===== config.mk =====
export PLATFORM = sky130hd
export DESIGN_NAME = mult32x32_req_ctrl
export DESIGN_NICKNAME = d
export VERILOG_FILES = /design/src/rtl/mult32x32_req_ctrl.sv
export SDC_FILE = /design/constraint.sdc
export NUM_CORES = 1
export LEC_CHECK = 0
export BUFFER_PORTS_ARGS = -buffer_cell sky130_fd_sc_hd__buf_4
export CELL_PAD_IN_SITES_DETAIL_PLACEMENT = 0
export CELL_PAD_IN_SITES_GLOBAL_PLACEMENT = 1
export CORE_ASPECT_RATIO = 1.4
export CORE_MARGIN = 4
export CORE_UTILIZATION = 48
export DETAILED_ROUTE_END_ITERATION = 8
export GPL_TIMING_DRIVEN = 0
export PLACE_DENSITY_LB_ADDON = 0.25
export RECOVER_POWER = 100
export SYNTH_ARGS = -nofsm -noshare
export SYNTH_HDL_FRONTEND = slang
export SYNTH_SLANG_ARGS = --single-unit

===== constraint.sdc =====
create_clock -name clk -period 5.5 [get_ports clk]
set_input_delay 0.275 -clock clk [delete_from_list [all_inputs] [get_ports clk]]
set_output_delay 0.275 -clock clk [all_outputs]
set_load 0.01 [all_outputs]

===== src/rtl/mult32x32_req_ctrl.sv =====
// Request front-end for mult32x32_fast: operand FIFO, issue/wait FSM and result register.
// Optional MULT_REQ_STATS_EN adds saturating op/busy counters with a synchronous clear.
module mult32x32_req_ctrl #(
    parameter int DEPTH = 4
) (
    input  logic        clk,
    input  logic        reset,
`ifdef MULT_REQ_STATS_EN
    input  logic        stats_clr,
    output logic [31:0] op_count,
    output logic [31:0] busy_cycles,
`endif
    input  logic        in_valid,
    output logic        in_ready,
    input  logic [31:0] in_a,
    input  logic [31:0] in_b,
    output logic        mult_start,
    output logic [31:0] mult_a,
    output logic [31:0] mult_b,
    input  logic        mult_busy,
    input  logic [63:0] mult_product,
    output logic        res_valid,
    input  logic        res_ready,
    output logic [63:0] res_product
);

    localparam int PTR_W = (DEPTH > 1) ? $clog2(DEPTH) : 1;
    localparam int CNT_W = $clog2(DEPTH + 1);

    typedef enum logic [1:0] {
        IDLE,
        ISSUE,
        WAIT
    } state_t;

    state_t             state;
    state_t             state_nxt;
    logic [31:0]        fifo_a [DEPTH];
    logic [31:0]        fifo_b [DEPTH];
    logic [PTR_W-1:0]   wr_ptr;
    logic [PTR_W-1:0]   rd_ptr;
    logic [CNT_W-1:0]   count;
    logic [31:0]        a_reg;
    logic [31:0]        b_reg;
    logic               full;
    logic               empty;
    logic               can_accept;
    logic               push;
    logic               pop;
    logic               capture;

    assign full       = (count == CNT_W'(DEPTH));
    assign empty      = (count == '0);
    assign can_accept = !res_valid || res_ready;
    // A pop in the same cycle frees a slot, so a full FIFO can still take a push.
    assign in_ready   = !full || pop;
    assign push       = in_valid && in_ready;
    assign mult_a     = a_reg;
    assign mult_b     = b_reg;

    always_comb begin
        state_nxt  = state;
        pop        = 1'b0;
        capture    = 1'b0;
        mult_start = 1'b0;
        case (state)
            IDLE: begin
                if (!empty && can_accept && !mult_busy) begin
                    pop       = 1'b1;
                    state_nxt = ISSUE;
                end
            end
            ISSUE: begin
                // Busy rises combinationally with start, so it is not sampled here.
                mult_start = 1'b1;
                state_nxt  = WAIT;
            end
            WAIT: begin
                if (!mult_busy) begin
                    capture   = 1'b1;
                    state_nxt = IDLE;
                end
            end
            default: state_nxt = IDLE;
        endcase
    end

    always_ff @(posedge clk or posedge reset) begin
        if (reset) begin
            state <= IDLE;
        end else begin
            state <= state_nxt;
        end
    end

    always_ff @(posedge clk) begin
        if (push) begin
            fifo_a[wr_ptr] <= in_a;
            fifo_b[wr_ptr] <= in_b;
        end
    end

    always_ff @(posedge clk or posedge reset) begin
        if (reset) begin
            wr_ptr <= '0;
            rd_ptr <= '0;
            count  <= '0;
        end else begin
            if (push) begin
                wr_ptr <= wr_ptr + PTR_W'(1);
            end
            if (pop) begin
                rd_ptr <= rd_ptr + PTR_W'(1);
            end
            if (push && !pop) begin
                count <= count + CNT_W'(1);
            end else if (pop && !push) begin
                count <= count - CNT_W'(1);
            end
        end
    end

    always_ff @(posedge clk or posedge reset) begin
        if (reset) begin
            a_reg <= '0;
            b_reg <= '0;
        end else if (pop) begin
            a_reg <= fifo_a[rd_ptr];
            b_reg <= fifo_b[rd_ptr];
        end
    end

    // Capture wins over drain: a drain and capture in one cycle keeps valid high.
    always_ff @(posedge clk or posedge reset) begin
        if (reset) begin
            res_valid   <= 1'b0;
            res_product <= '0;
        end else if (capture) begin
            res_valid   <= 1'b1;
            res_product <= mult_product;
        end else if (res_ready) begin
            res_valid   <= 1'b0;
        end
    end

`ifdef MULT_REQ_STATS_EN
    function automatic logic [31:0] sat_inc(input logic [31:0] v);
        return (v == 32'hFFFF_FFFF) ? v : v + 32'd1;
    endfunction

    always_ff @(posedge clk or posedge reset) begin
        if (reset) begin
            op_count    <= '0;
            busy_cycles <= '0;
        end else if (stats_clr) begin
            op_count    <= '0;
            busy_cycles <= '0;
        end else begin
            if (capture) begin
                op_count <= sat_inc(op_count);
            end
            if (state == ISSUE || state == WAIT) begin
                busy_cycles <= sat_inc(busy_cycles);
            end
        end
    end
`endif

endmodule


Word level (Yosys, flattened, before mapping):

Memories as Yosys holds them, arrays and structs flattened. A register that Yosys moved wholly into a read port is not among the register bits.
Cells that the tools add are included.
Widths: inputs -> output; s select.

* flip-flop bits (word level): 74
* bits in latches: 0
* memory bits (writable): 256
* bits in read-only memories: 0
* output and inout port bits: 131
* memories: 2

Memory list
* fifo_a: words 4, width 32, read ports 1, clocked after Yosys merged registers in 1, write ports 1, line 38 `logic [31:0] fifo_a [DEPTH];`
* fifo_b: words 4, width 32, read ports 1, clocked after Yosys merged registers in 1, write ports 1, line 39 `logic [31:0] fifo_b [DEPTH];`

* add/sub/neg operators: 4
* multipliers: 0
* divide/modulo/power cells: 0
* $lt $le $gt $ge: 0
* eq/ne operators: 5
* shifts and indexed selects: 0
* mux-type cells: 14
* bitwise operators: 0
* reductions and logical operators: 18

Operators with widths (number)
* $mux 1: 9
* $logic_not 1->1: 6
* $mux 3: 2
* $pmux 2 s3: 1
* $logic_and 1x1->1: 5
* $add 2x1->2 const B: 2
* $mux 2: 2
* $ne 2x2->1 const B: 2
* $reduce_bool 2->1: 2
* $add 3x1->3 const B: 1
* $eq 3x3->1 const B: 1
* $logic_not 3->1: 1
* $sub 3x1->3 const B: 1
* $eq 2x1->1 const B: 1
* $eq 2x2->1 const B: 1
* $logic_not 2->1: 1
* $logic_or 1x1->1: 2
* $reduce_and 2->1: 1

Depth between registers and ports, before layout:

Gate-level depths: netlist (run 1).

* depth in word-level cells: 12
* mapped depth: 10
* depth with buffers taken out: 8

Least setup slack after synthesis (run 1):

OpenSTA, ideal clock, no wires.

* kind: register -> register
* from: register state[0]
* to: memory fifo_a[0][0] (enable)
* library setup time: 429 ps
* arrival time: 2502 ps
* required time: 5071 ps
* path slack: 2569 ps
* cell stages (with the launch flop): 4
* period minus slack after synthesis: 2931 ps
* cell sequence: dfrtp_1 > nor4b_1 > a22o_1 > and2_1

* word-level cells in the longest chain between the ends: 6

Ends and longest elaborated chain
* start, declared: line 36 `state_t state;`
* start signal, assigned: line 92 `state <= state_nxt;`
* $logic_not 2->1: line 66 `case (state)`
* $mux 1: line 66
* $logic_or 1x1->1: line 56 `assign in_ready = !full || pop;`
* $logic_and 1x1->1: line 57 `assign push = in_valid && in_ready;`
* via push: line 48 `logic push;`
* $mux 1: line 97 `if (push) begin`
* $mux 1 (implied by the code): line 98 `fifo_a[wr_ptr] <= in_a;`
* end, declared: line 38

The timed path passes the listed nets, and every way through them passes these cells.

Worst setup path in the final report (run 1):

* from: register state[0]
* to: memory fifo_a[0][21] (enable)

Same word-level chain as after synthesis.

==> impl_results.md, run 1 <==
* Core area at 29,900 µm²
* Violated checks: max-capacitance violations, max-slew violations
* Htree depth at 2
* Reg-to-reg slack, setup at roughly 1.7 ns
* Commonest non-fill, non-tap cells in the layout: edfxtp_1, clkbuf_1, dfrtp_1
* CP Data Required Time at about 5.6 ns
* Clock Latency Late Sink at ~0.52 ns
* Tcrit/Tclk final at 0.690
* Syn avg cell area at 22.3 µm²
* I/O pins at approximately 260
* Vias in the first global route at about 8,500
* Vias at ~7,700
* Cell Rows at 75
* Antenna-violating nets left at 0
* Most common cell after layout, fill and taps aside: edfxtp_1
* DP HPWL at a little under 20,000 µm
* Min Hold Slack at 0.0321 ns
* Root Driver: clkbuf_16
* Layout area overhead at 29.3%
* Fin Clk Skew at 0.00931 ns
* Final min period at 3.80 ns
* Total Die Area at around 33,000 µm²
* DRC violations left at 0
* Async S/R FF share, synth at 0.350
* Critical Path Sink: fifo_a[0][21]
* Max Freq at around 0.26 GHz
* Synth top area cells: edfxtp_1, dfrtp_1, mux2_2, mux4_2, buf_6
* Share of cells above drive strength 1 at 0.296
* Fin cells at 1,503
* RSZ-0062 raised after global routing: no
* Final Hold Viols at 0
* Ant diodes at 0
* CTS tree: done
* EDFF count, synth at 256
* CP max FO at 51
* First-pass GRT wire length at around 50,000 µm
* WP data arrival at between 3 and 4 ns
* Storage element area at 11,100 µm²
* Hold Path Class: in2reg
* Gate Count Post-Synth at ~650
* Final WL at ~31,000 µm
* Most used DFF post-synth: edfxtp_1
* Die height at about 210 µm
* VDD IR max at between 0.3 and 0.4 mV
* CP startpoint kind: flip-flop
* Clock sinks at approximately 390
* FF-to-FF path depth at 4
* Routed length per instance at between 20 and 25 µm
* Initial DRC Count at 305
* Syn nets at a little under 800
* Fin nets at approximately 1,200
* Chip width at approximately 160 µm
* Routability Congestion at between 0.7 and 0.8
* Critical Setup Path Class: reg2reg
* Number of iterations in the first detailed-routing pass at 5
* Area fraction of the dominant cell type after synthesis at 0.529
* P_leak at between 6 and 7 nW
* Leading area contributor after synthesis: edfxtp_1
* Post_cts resized at 0
* Worst slew pin tran at between 2 and 3 ns
* Initial Util at 0.486
* # port buffers at around 260
* Multi-input gate area at 3170 µm²
* Clock-pin slew on the worst setup and hold paths at ~0.06 ns
* RR Startpoint: state[0]
* Largest net degree at the start of global routing at approximately 90
* Synth warn at 0
* Seq/Total Area, Yosys at 0.766
* Clock buffer depth at 3
* Final Setup Violations at 0
* PwrDens at 545 nW/µm²
* Worst setup startpoint: state[0]
* CP endpoint kind: flip-flop
* Outcome: finished, violations left
* Post-Syn Area at 14,500 µm²
* Fillers at between 2,000 and 2,500
* Max-slew violations at about 210
* Worst r2r dst: fifo_a[0][21]
* Vias per cell at 5.12
* Grt total ovfl at 0
* Max Cap Violations at 5
* Relative slew slack at -0.770
* GRT Total Usage at 0.188
* Initial antenna violation count at 0
* Register bit total from synthesis at 394
* Placed cells at roughly 1,300
* Netlist cell types at 28
* CTS Buf Count at 38
[critical path, stage by stage (launching register included)]
cell	delay, ns
dfrtp_1	0.41
nor4b_1	0.32
a22o_1	0.34
and2_0	0.94
clkbuf_2	1.33
[power by group]
part           internal (mW)  switching (mW)
logic                   1.49            1.60
registers               4.23           0.374
clock network           1.49            1.06
[timing repair]
item                      CTS  global route
hold endpoints to repair  370             0
buffers inserted            0             0
hold buffers              129             0
[per-layer routing]
layer,part of all wire,vias up,wire [µm],GRT usage
met3,0.065,36,2000,0.0461
met2,0.52,244,16000,0.331
met1,0.40,3964,12200,0.234
met4,0.018,0,541,0.0501
met5,0,-,0,0
li1,-,3455,-,-
[kinds of logic after synthesis]
| logic type | count (synthesis) | synth area share |
|---|---|---|
| flip-flops | 394 | 0.766 |
| multiplexers | 194 | 0.200 |
| AO/OA/AOI/OAI | 3 | 0.00163 |
| XOR/XNOR | 6 | 0.00361 |
| adder cells (fa/ha/maj) | 6 | 0.00568 |
| AND/OR/NAND/NOR | 16 | 0.00774 |
| buffers and inverters | 34 | 0.0154 |
[synthesized netlist by cell type, types with 2 or more instances]
library cell / count
xnor2_1: 4
buf_4: 5
inv_1: 6
buf_2: 8
a21o_1: 2
mux2_2: 129
nand2b_1: 2
edfxtp_1: 256
dfrtp_1: 138
mux4_2: 64
buf_6: 9
xor2_1: 2
ha_1: 5
and2_1: 4
clkbuf_1: 6
[worst min path at each step]
stage | start | end | cells past startpoint
floorplan | in_a[0] | fifo_a[0][0] | 0
global placement | count[2] | count[2] | 1
detailed placement | reset | res_product[38] | 2
CTS | res_ready | res_valid | 3
global route | res_ready | res_valid | 3
finish | res_ready | res_valid | 3
[sequential cells by signal, indices dropped and copies added, names as in the netlist]
signal	flops
fifo_b	128
rd_ptr	2
mult_a	32
res_product	64
mult_b	32
state	2
fifo_a	128
count	3
wr_ptr	2
res_valid	1
[final cells by class]
| type | instances | share of cell area |
|---|---|---|
| flip-flops and latches | 394 | 0.592 |
| multi-input cells | 225 | 0.168 |
| repair buffers | 397 | 0.139 |
| clock buffers | 49 | 0.0577 |
| well taps | 385 | 0.0256 |
| clock inverters | 19 | 0.00812 |
| plain buffers | 28 | 0.00738 |
| inverters | 6 | 0.00126 |
[stage by stage]
| step | worst slack (ns) | setup TNS, ns | instance area (µm²) | power [mW] | util |
|---|---|---|---|---|---|
| 2_1_floorplan | 1.53 | 0 | 14500 | 6.68 | - |
| 3_3_place_gp | -0.753 | -100.54 | 17000 | 8.16 | 0.568 |
| 3_5_place_dp | 2.87 | 0 | 17100 | 8.25 | 0.573 |
| 4_1_cts | 2.84 | 0 | 19700 | 10.9 | 0.657 |
| 5_1_grt | 1.41 | 0 | 18800 | 10.9 | 0.628 |
| 6_report | 1.70 | 0 | 18800 | 10.3 | 0.628 |
Power figures use the tool's default switching activity.
==> run 2: changes to the inputs <==
--- a/config.mk
+++ b/config.mk
@@ -10,7 +10,7 @@
 export CELL_PAD_IN_SITES_GLOBAL_PLACEMENT = 1
 export CORE_ASPECT_RATIO = 1.4
 export CORE_MARGIN = 4
-export CORE_UTILIZATION = 48
+export CORE_UTILIZATION = 43
 export DETAILED_ROUTE_END_ITERATION = 8
 export GPL_TIMING_DRIVEN = 0
 export PLACE_DENSITY_LB_ADDON = 0.25
==> constraint.sdc (replaced) <==
create_clock -name clk -period 3.1 [get_ports clk]
set_input_delay 0.155 -clock clk [delete_from_list [all_inputs] [get_ports clk]]
set_output_delay 0.155 -clock clk [all_outputs]
set_load 0.01 [all_outputs]
==> impl_results.md, run 2 (synthesis results as in run 1) <==
* Final Setup Violations at 0
* Relative slew slack at -0.134
* CP max stage cell: dfrtp_1
* Largest net degree at the start of global routing at 45
* DP HPWL at around 20,000 µm
* Worst setup startpoint: count[0]
* Storage element area at between 10,000 and 15,000 µm²
* CTS tree: done
* Critical Setup Path Class: reg2reg
* Max incr delay on CP at roughly 0.43 ns
* First-pass GRT wire length at 49,000 µm
* Setup TNS at 0 ns
* Fin nets at about 1,200
* Multi-input gate area at between 3000 and 4000 µm²
* Fin area at around 19,000 µm²
* Fin cells at 1,573
* GRT Total Usage at 0.174
* CP endpoint kind: flip-flop
* PwrDens at between 900 and 1000 nW/µm²
* Hold EP: wr_ptr[0]
* P_leak at around 7.0 nW
* Worst r2r dst: count[2]
* Max Freq at about 0.37 GHz
* Reg-to-reg slack, setup at approximately 0.41 ns
* CTS Buf Count at 39
* Violated checks: max-capacitance violations, max-slew violations
* Tcrit/Tclk final at 0.867
* Fillers at approximately 2,700
* Vias per cell at slightly below 5
* Cell Rows at a little under 80
* Initial Util at 0.437
* Outcome: finished, violations left
* Number of iterations in the first detailed-routing pass at 4
* DRC violations left at 0
* Max Cap Violations at 1
* Share of cells above drive strength 1 at 0.303
* Cell Area, Placed at around 17,000 µm²
* Most common cell after layout, fill and taps aside: edfxtp_1
* CP startpoint kind: flip-flop
* Root Driver: clkbuf_16
* Initial DRC Count at 294
* CP top delay family: simple AND/OR/NAND/NOR gates
* Routed length per instance at around 20 µm
* Hold Crit Start: in_valid
* FF-to-FF path depth at 10
* Max-slew violations at 25
* CP Data Required Time at ~3.6 ns
* Clock sinks at a little under 400
* Initial antenna violation count at 1
* # port buffers at about 260
* Total Die Area at 36,900 µm²
* RR Startpoint: count[0]
* Clock Latency Late Sink at between 0.5 and 0.6 ns
* I/O pins at ~260
* Placed cells at 1,369
* Hold Path Class: in2reg
* Die height at between 200 and 250 µm
* CP bufs+invs at 3
* Place WS at ~0.48 ns
* Largest regs: fifo_a x128, fifo_b x128, res_product x64
* Total power at between 15 and 20 mW
* RSZ-0062 raised after global routing: no
* Final WL at about 32,000 µm
* Final Hold Viols at 0
* VDD IR max at around 0.65 mV
* Vias at 7,728
* Routability Congestion at between 0.7 and 0.8
* Clock buffer depth at 3
* Chip width at 163 µm
* Worst path cell trace: or3_1 > nand3_1 > buf_6 > buf_6 > ha_1 > inv_1 > fa_1 > xor2_1 > nor2_1 > xor2_1
* Grt total ovfl at 0
* Layout area overhead at 31.3%
* Final min period at about 2.7 ns
* Htree depth at 2
* Vias in the first global route at roughly 8,500
* Clock-pin slew on the worst setup and hold paths at roughly 0.060 ns
* Fin Clk Skew at about 0.016 ns
* WP data arrival at approximately 3.1 ns
* Commonest non-fill, non-tap cells in the layout: edfxtp_1, clkbuf_1, dfrtp_1
* Hold Crit Depth at 3
* Antenna-violating nets left at 0
* Core area at 33,300 µm²
* Post-route setup slack at between 0.4 and 0.5 ns
* CP max FO at 10
* Worst slew pin tran at roughly 1.7 ns
==> run 2: changes by cell type in the layout (fill, tap and decap cells not counted), moves of 2 or more <==
| cell | delta |
|---|---|
| and2_0 | -4 |
| buf_6 | +4 |
| clkbuf_1 | +4 |
| and2_2 | +3 |
| bufinv_16 | +3 |
| clkbuf_8 | +3 |
| clkinv_2 | -3 |
| buf_12 | +2 |
| clkbuf_2 | -2 |
| clkinv_1 | -2 |
| clkinv_4 | -2 |
| dlygate4sd3_1 | +2 |
==> run 2: worst reg2reg max path: cells and delay by family, from the launching register on <==
kind	cells	cell delay, ns
flip-flops	1	0.43
XOR/XNOR	2	0.32
AND/OR/NAND/NOR	3	0.83
buffers and inverters	3	0.46
adder cells (fa/ha/maj)	2	0.57
==> run 2: metrics by stage <==
stage,utilization,hold WS [ns]
2_1_floorplan,-,0.254
3_3_place_gp,0.513,0.354
6_report,0.573,0.157
4_1_cts,0.598,0.159
5_1_grt,0.573,0.195
3_5_place_dp,0.519,0.234
==> run 2: final cells by class <==
class                           instances  area share
Inverter                                6     0.00125
Multi-Input combinational cell        225       0.166
Timing Repair Buffer                  402       0.141
Clock inverter                         16      0.0114
Sequential cell                       394       0.584
Buffer                                 28     0.00839
Tap cell                              445      0.0292
Antenna cell                            1    0.000131
Clock buffer                           56      0.0587
==> run 2: worst max path at each step <==
stage	cells after the start	slack [ns]	endpoint
CTS	10	0.47	count[2]
global placement	3	-1.43	fifo_a[1][4]
global route	4	0.20	fifo_a[1][4]
floorplan	3	0.17	fifo_a[0][0]
detailed placement	10	0.48	count[2]
finish	10	0.41	count[2]
==> run 2: routing by layer <==
metal | share of wire | vias to the layer above | global-route usage
li1 | - | 3473 | -
met1 | 0.39 | 3941 | 0.206
met2 | 0.52 | 267 | 0.314
met3 | 0.072 | 47 | 0.0460
met4 | 0.023 | 0 | 0.0474
met5 | 0 | - | 0
==> run 2: power breakdown <==
group          switching, mW  internal, mW
clock                   1.91          2.94
sequential             0.661          7.47
combinational           2.88          2.71
==> run 2: timing repair <==
item                      CTS  global route
gates resized for setup     0             0
hold buffers              131             0
hold endpoints to repair  343             0
buffers inserted            0             0
